--- src/rtl/rgb565_line_packer.sv ---
// RGB888 -> RGB565 line packer: two pixels per 32-bit word with SOF/EOL/EOF tags, buffered in a FWFT FIFO.
// Optional macro PACKER_TEST_PATTERN_EN adds a test_mode input that substitutes eight vertical colour bars.
module rgb565_line_packer #(
  parameter int DISP_WIDTH = 640,
  parameter int DISP_HIGHT = 480,
  parameter int FIFO_DEPTH = 16
) (
  input  logic        clk,
  input  logic        rst,
  input  logic        frame_vsync,
  input  logic        data_in_valid,
  input  logic [23:0] data_in,
`ifdef PACKER_TEST_PATTERN_EN
  input  logic        test_mode,
`endif
  output logic        m_valid,
  input  logic        m_ready,
  output logic [31:0] m_data,
  output logic        m_sof,
  output logic        m_eol,
  output logic        m_eof,
  output logic        overflow,
  output logic        frame_done
);

  localparam int CW = (DISP_WIDTH > 1) ? $clog2(DISP_WIDTH) : 1;
  localparam int RW = (DISP_HIGHT > 1) ? $clog2(DISP_HIGHT) : 1;
  localparam int AW = (FIFO_DEPTH > 1) ? $clog2(FIFO_DEPTH) : 1;
  localparam logic [CW-1:0] COL_LAST  = CW'(DISP_WIDTH - 1);
  localparam logic [RW-1:0] ROW_LAST  = RW'(DISP_HIGHT - 1);
  localparam logic [AW:0]   FIFO_FULL = (AW + 1)'(FIFO_DEPTH);

  typedef enum logic {ST_ACTIVE, ST_DONE} state_t;

  state_t        r_state;
  logic [CW-1:0] r_col;
  logic [RW-1:0] r_row;
  logic [15:0]   r_hold;
  logic [34:0]   r_mem [FIFO_DEPTH];
  logic [AW-1:0] r_wr_ptr;
  logic [AW-1:0] r_rd_ptr;
  logic [AW:0]   r_count;
  logic          r_overflow;
  logic          r_frame_done;

  logic [CW-1:0] w_col;
  logic [RW-1:0] w_row;
  logic [23:0]   w_pixel;
  logic [15:0]   w_p565;
  logic          w_unused_bits;
  logic          w_accept;
  logic          w_push;
  logic          w_pop;
  logic          w_push_ok;
  logic          w_sof;
  logic          w_eol;
  logic          w_eof;
  logic [34:0]   w_head;

  // A frame_vsync pixel is pixel 0 of the new frame, so geometry restarts combinationally.
  assign w_col = frame_vsync ? '0 : r_col;
  assign w_row = frame_vsync ? '0 : r_row;

`ifdef PACKER_TEST_PATTERN_EN
  localparam int BAR_W = (DISP_WIDTH >= 8) ? DISP_WIDTH / 8 : 1;
  logic [31:0] w_bar_idx;
  logic [23:0] w_bar_rgb;
  assign w_bar_idx = 32'(w_col) / 32'(BAR_W);

  always_comb begin
    w_bar_rgb = 24'h000000;
    case (w_bar_idx)
      32'd0:   w_bar_rgb = 24'hFFFFFF;
      32'd1:   w_bar_rgb = 24'hFFFF00;
      32'd2:   w_bar_rgb = 24'h00FFFF;
      32'd3:   w_bar_rgb = 24'h00FF00;
      32'd4:   w_bar_rgb = 24'hFF00FF;
      32'd5:   w_bar_rgb = 24'hFF0000;
      32'd6:   w_bar_rgb = 24'h0000FF;
      default: w_bar_rgb = 24'h000000;
    endcase
  end

  assign w_pixel = test_mode ? w_bar_rgb : data_in;
`else
  assign w_pixel = data_in;
`endif

  assign w_p565        = {w_pixel[23:19], w_pixel[15:10], w_pixel[7:3]};
  assign w_unused_bits = ^{w_pixel[18:16], w_pixel[9:8], w_pixel[2:0]};

  assign w_accept  = data_in_valid && (frame_vsync || (r_state == ST_ACTIVE));
  assign w_push    = w_accept && w_col[0];
  assign w_pop     = m_valid && m_ready;
  assign w_push_ok = w_push && ((r_count != FIFO_FULL) || w_pop);
  assign w_sof     = (w_row == '0) && (w_col == CW'(1));
  assign w_eol     = (w_col == COL_LAST);
  assign w_eof     = w_eol && (w_row == ROW_LAST);

  // Later assignments win: a pixel arriving with frame_vsync overrides the clear.
  always_ff @(posedge clk) begin
    if (rst) begin
      r_state <= ST_ACTIVE;
      r_col   <= '0;
      r_row   <= '0;
      r_hold  <= '0;
    end else begin
      if (frame_vsync) begin
        r_state <= ST_ACTIVE;
        r_col   <= '0;
        r_row   <= '0;
        r_hold  <= '0;
      end
      if (w_accept) begin
        if (!w_col[0]) r_hold <= w_p565;
        if (w_col == COL_LAST) begin
          r_col <= '0;
          if (w_row == ROW_LAST) begin
            r_row   <= '0;
            r_state <= ST_DONE;
          end else begin
            r_row <= w_row + 1'b1;
          end
        end else begin
          r_col <= w_col + 1'b1;
        end
      end
    end
  end

  always_ff @(posedge clk) begin
    if (w_push_ok) r_mem[r_wr_ptr] <= {w_eof, w_eol, w_sof, w_p565, r_hold};
  end

  // Pointers wrap naturally because FIFO_DEPTH is a power of two.
  always_ff @(posedge clk) begin
    if (rst) begin
      r_wr_ptr     <= '0;
      r_rd_ptr     <= '0;
      r_count      <= '0;
      r_overflow   <= 1'b0;
      r_frame_done <= 1'b0;
    end else begin
      if (w_push_ok) r_wr_ptr <= r_wr_ptr + 1'b1;
      if (w_pop)     r_rd_ptr <= r_rd_ptr + 1'b1;
      case ({w_push_ok, w_pop})
        2'b10:   r_count <= r_count + 1'b1;
        2'b01:   r_count <= r_count - 1'b1;
        default: r_count <= r_count;
      endcase
      if (frame_vsync)             r_overflow <= 1'b0;
      else if (w_push && !w_push_ok) r_overflow <= 1'b1;
      r_frame_done <= w_pop && w_head[34];
    end
  end

  assign w_head     = r_mem[r_rd_ptr];
  assign m_valid    = (r_count != '0);
  assign m_data     = m_valid ? w_head[31:0] : 32'h0;
  assign m_sof      = m_valid && w_head[32];
  assign m_eol      = m_valid && w_head[33];
  assign m_eof      = m_valid && w_head[34];
  assign overflow   = r_overflow;
  assign frame_done = r_frame_done;

endmodule

--- config.mk ---
export PLATFORM = sky130hd
export DESIGN_NAME = rgb565_line_packer
export DESIGN_NICKNAME = d
export VERILOG_FILES = /design/src/rtl/rgb565_line_packer.sv
export SDC_FILE = /design/constraint.sdc
export NUM_CORES = 1
export LEC_CHECK = 0
export CAP_MARGIN = 0
export CORE_ASPECT_RATIO = 0.7
export CORE_MARGIN = 2
export CORE_UTILIZATION = 45
export CTS_CLUSTER_SIZE = 20
export DETAILED_ROUTE_END_ITERATION = 8
export PLACE_DENSITY = 0.58
export SLEW_MARGIN = 20
export SYNTH_ARGS = -nofsm -noshare
export SYNTH_HDL_FRONTEND = slang
export SYNTH_SLANG_ARGS = --single-unit
--- constraint.sdc ---
create_clock -name clk -period 4.8 [get_ports clk]
set_input_delay 0.48 -clock clk [delete_from_list [all_inputs] [get_ports clk]]
set_output_delay 0.48 -clock clk [all_outputs]
set_load 0.02 [all_outputs]
==> summary.md <==
| Metric | Value |
|---|---|
| Largest net degree at the start of global routing | `61` |
| Worst r2r path cells | `5` |
| Largest cells by area after synthesis | `edfxtp_1 70%, mux4_2 13%, dfxtp_1 4.6%` |
| Share of post-route cells with drive strength above 1 | `0.227` |
| Clock latency on the worst-skew pair | `0.63 ns` |
| Critical path fanouts, max | `17` |
| Run status | `finished clean` |
| DR WL/cell | `26.7 um` |
| Clock Path Buffers | `3` |
| Worst EP required | `4.32 ns` |
| Initial Util | `0.458` |
| PwrDens | `485 mW/mm2` |
| Crit Path Class | `flip-flop to output pin` |
| Tcrit/Tclk final | `0.880` |
| Total negative setup slack | `0 ns` |
| Max-slew violation count | `0` |
| Fin nets | `around 1300` |
| Vias per cell | `between 5 and 6` |
| DRT iter0 DRCs | `1161` |
| DIE AREA | `around 0.055 mm2` |
| MaxCap Viol Count | `0` |
| Num rows | `70` |
| CTS Hold Bufs | `0` |
| Top cell type by total area after synthesis | `edfxtp_1` |
| Antenna Cells | `0` |
| Tmin final | `4.22 ns` |
| Final Hold Viols | `0` |
| Initial antenna violation count | `0` |
| Clock slew at reported path FFs | `approximately 0.070 ns` |
| Post_cts resized | `0` |
| Async SR Flop Fraction | `0` |
| Hold crit path type | `flip-flop to flip-flop` |
| Synthesized flop and latch total | `615` |
| Post-route ant nets | `0` |
| Postcts setup bufs | `0` |
| Clock skew | `0.0254 ns` |
| CTS buffer count | `58` |
| Register area share after synthesis | `0.746` |
| WL final | `54200 um` |
| Synth Flop Type | `edfxtp_1` |
| Total gr overflow | `0` |
| Leakage | `8.38 nW` |
| Total clock sinks | `615` |
| Hold Path Depth | `2` |
| CTS tree | `built` |
| Distinct cell type count after synthesis | `57` |
| Cell Area, Synth | `0.0240 mm2` |
| Root buf cell | `clkbuf_16` |
| Most frequent cells in the layout | `560 x edfxtp_1, 141 x mux4_2, 73 x mux2i_1` |
| Die height | `197 um` |
| Final setup vio count | `0` |
| Post-Syn Nets | `about 1200` |
| First-pass GRT wire length | `79800 um` |
| RSZ-0062 raised after global routing | `false` |
| Pre-Repair DR Iteration Count | `5` |
| Commonest non-fill, non-tap cell in the layout | `edfxtp_1` |
| Io pins | `67` |
| Residual DRC count | `0` |
| Overall routing resource usage | `0.199` |
| Slew headroom | `0.260` |
| Maximum vdd drop | `0.280 mV` |
| Share of the synthesized area in the top cell type | `0.700` |
| DP HPWL | `30100 um` |
| Routability congestion estimate | `between 0.7 and 0.8` |
| Syn-to-layout area delta | `14.9%` |
| Die X | `280 um` |
| Crit end category | `output pin` |
| Setup crit start kind | `flip-flop` |
| Slew @ Worst Pin | `about 1.1 ns` |
| Worst Path Arrival | `3.74 ns` |
| Vias | `11800` |
| Peak Freq | `237 MHz` |
| Post-synth EDFFs | `560` |
| Core ar. | `0.0525 mm2` |
| Mean Syn Cell Area | `20.0 um2` |
| Ys Warns | `0` |
| Mapped Cells | `1202` |
| Final Cell Area | `between 0.02 and 0.03 mm2` |
| Vias in the first global route | `11900` |
| Port buffer count | `58` |
| Post-Place Cell Area | `between 0.02 and 0.03 mm2` |
| Max H-tree Level | `2` |
where the power goes:
group          total [W]  switching (W)  internal, W
clock network    0.00453        0.00199      0.00254
registers        0.00600       0.000129      0.00587
logic            0.00284        0.00144      0.00140
total             0.0134        0.00356      0.00982
stage by stage:
stage,utilization,setup slack [ns],total power [W],std cells,hold WS (ns)
after floorplan,-,0.644,0.00802,1202,0.469
after global placement,0.490,1.20,0.00901,1926,0.482
after detailed placement,0.490,1.15,0.00902,1926,0.492
after CTS,0.526,0.474,0.0136,2034,0.509
after global routing,0.526,0.406,0.0139,2034,0.530
final,0.526,0.576,0.0134,2034,0.489
sequential cells by signal, summed over array words and instances, names as in the netlist, named ones only:
signal / count
r_rd_ptr: 4
r_state: 1
r_hold: 16
r_row: 9
r_mem: 560
frame_done: 1
r_col: 10
r_wr_ptr: 4
r_count: 5
overflow: 1
worst max-delay path, cell delays in order, from the launching register on:
cell             delay, ns
dfxtp_1               0.37
or4_4                 0.63
nor2_1                0.22
or2_2                 0.56
buf_4                 0.42
buf_4                 0.22
o22ai_1               0.11
clkdlybuf4s50_1       0.59
area by class of cell:
| cell class | instances | area [um2] |
|---|---|---|
| flip-flops and latches | 615 | 17900 |
| inverters | 14 | 52.6 |
| clock buffers | 66 | 1480 |
| well taps | 684 | 856 |
| clock inverters | 42 | 390 |
| fillers | 4139 | 24900 |
| repair buffers | 106 | 1020 |
| multi-input cells | 507 | 5870 |
cells in the mapped netlist, types with 8 or more instances:
master    number
mux2i_1       73
clkbuf_1      31
xor2_1         8
inv_1         13
mux4_2       141
ha_1          12
nand3b_1      16
o22ai_1       34
edfxtp_1     560
dfxtp_1       55
a21oi_1       29
nand3_1       15
nand2b_1       8
nor2b_1       11
nor2_1        35
nand2_1       36
buf_2         24
nor3_1        13
cells by family after synthesis:
kind of cell	share of synthesized area
DFF	0.746
muxes	0.164
and+or+nand+nor	0.0382
AOI/OAI and AO/OA	0.0240
buffers and inverters	0.0151
xor gates and xnor gates	0.00547
adders and majority gates	0.00708
per-layer routing:
layer,wire (um),track usage,vias to the layer above
met5,0,0,-
met4,821,0.0469,0
met3,3340,0.0348,63
met2,25000,0.305,370
met1,25000,0.300,6237
li1,-,-,5134
final timing paths:
kind	startpoint	endpoint	slack (ns)
max reg2reg	r_col[0]$_SDFF_PP0_	r_mem[0][34]$_DFFE_PP_	1.87
min reg2reg	overflow$_SDFFE_PP0P_	overflow$_SDFFE_PP0P_	0.49
max	r_count[0]$_SDFFE_PP0P_	m_data[23]	0.58
min	overflow$_SDFFE_PP0P_	overflow$_SDFFE_PP0P_	0.49
Power figures use the tool's default switching activity.
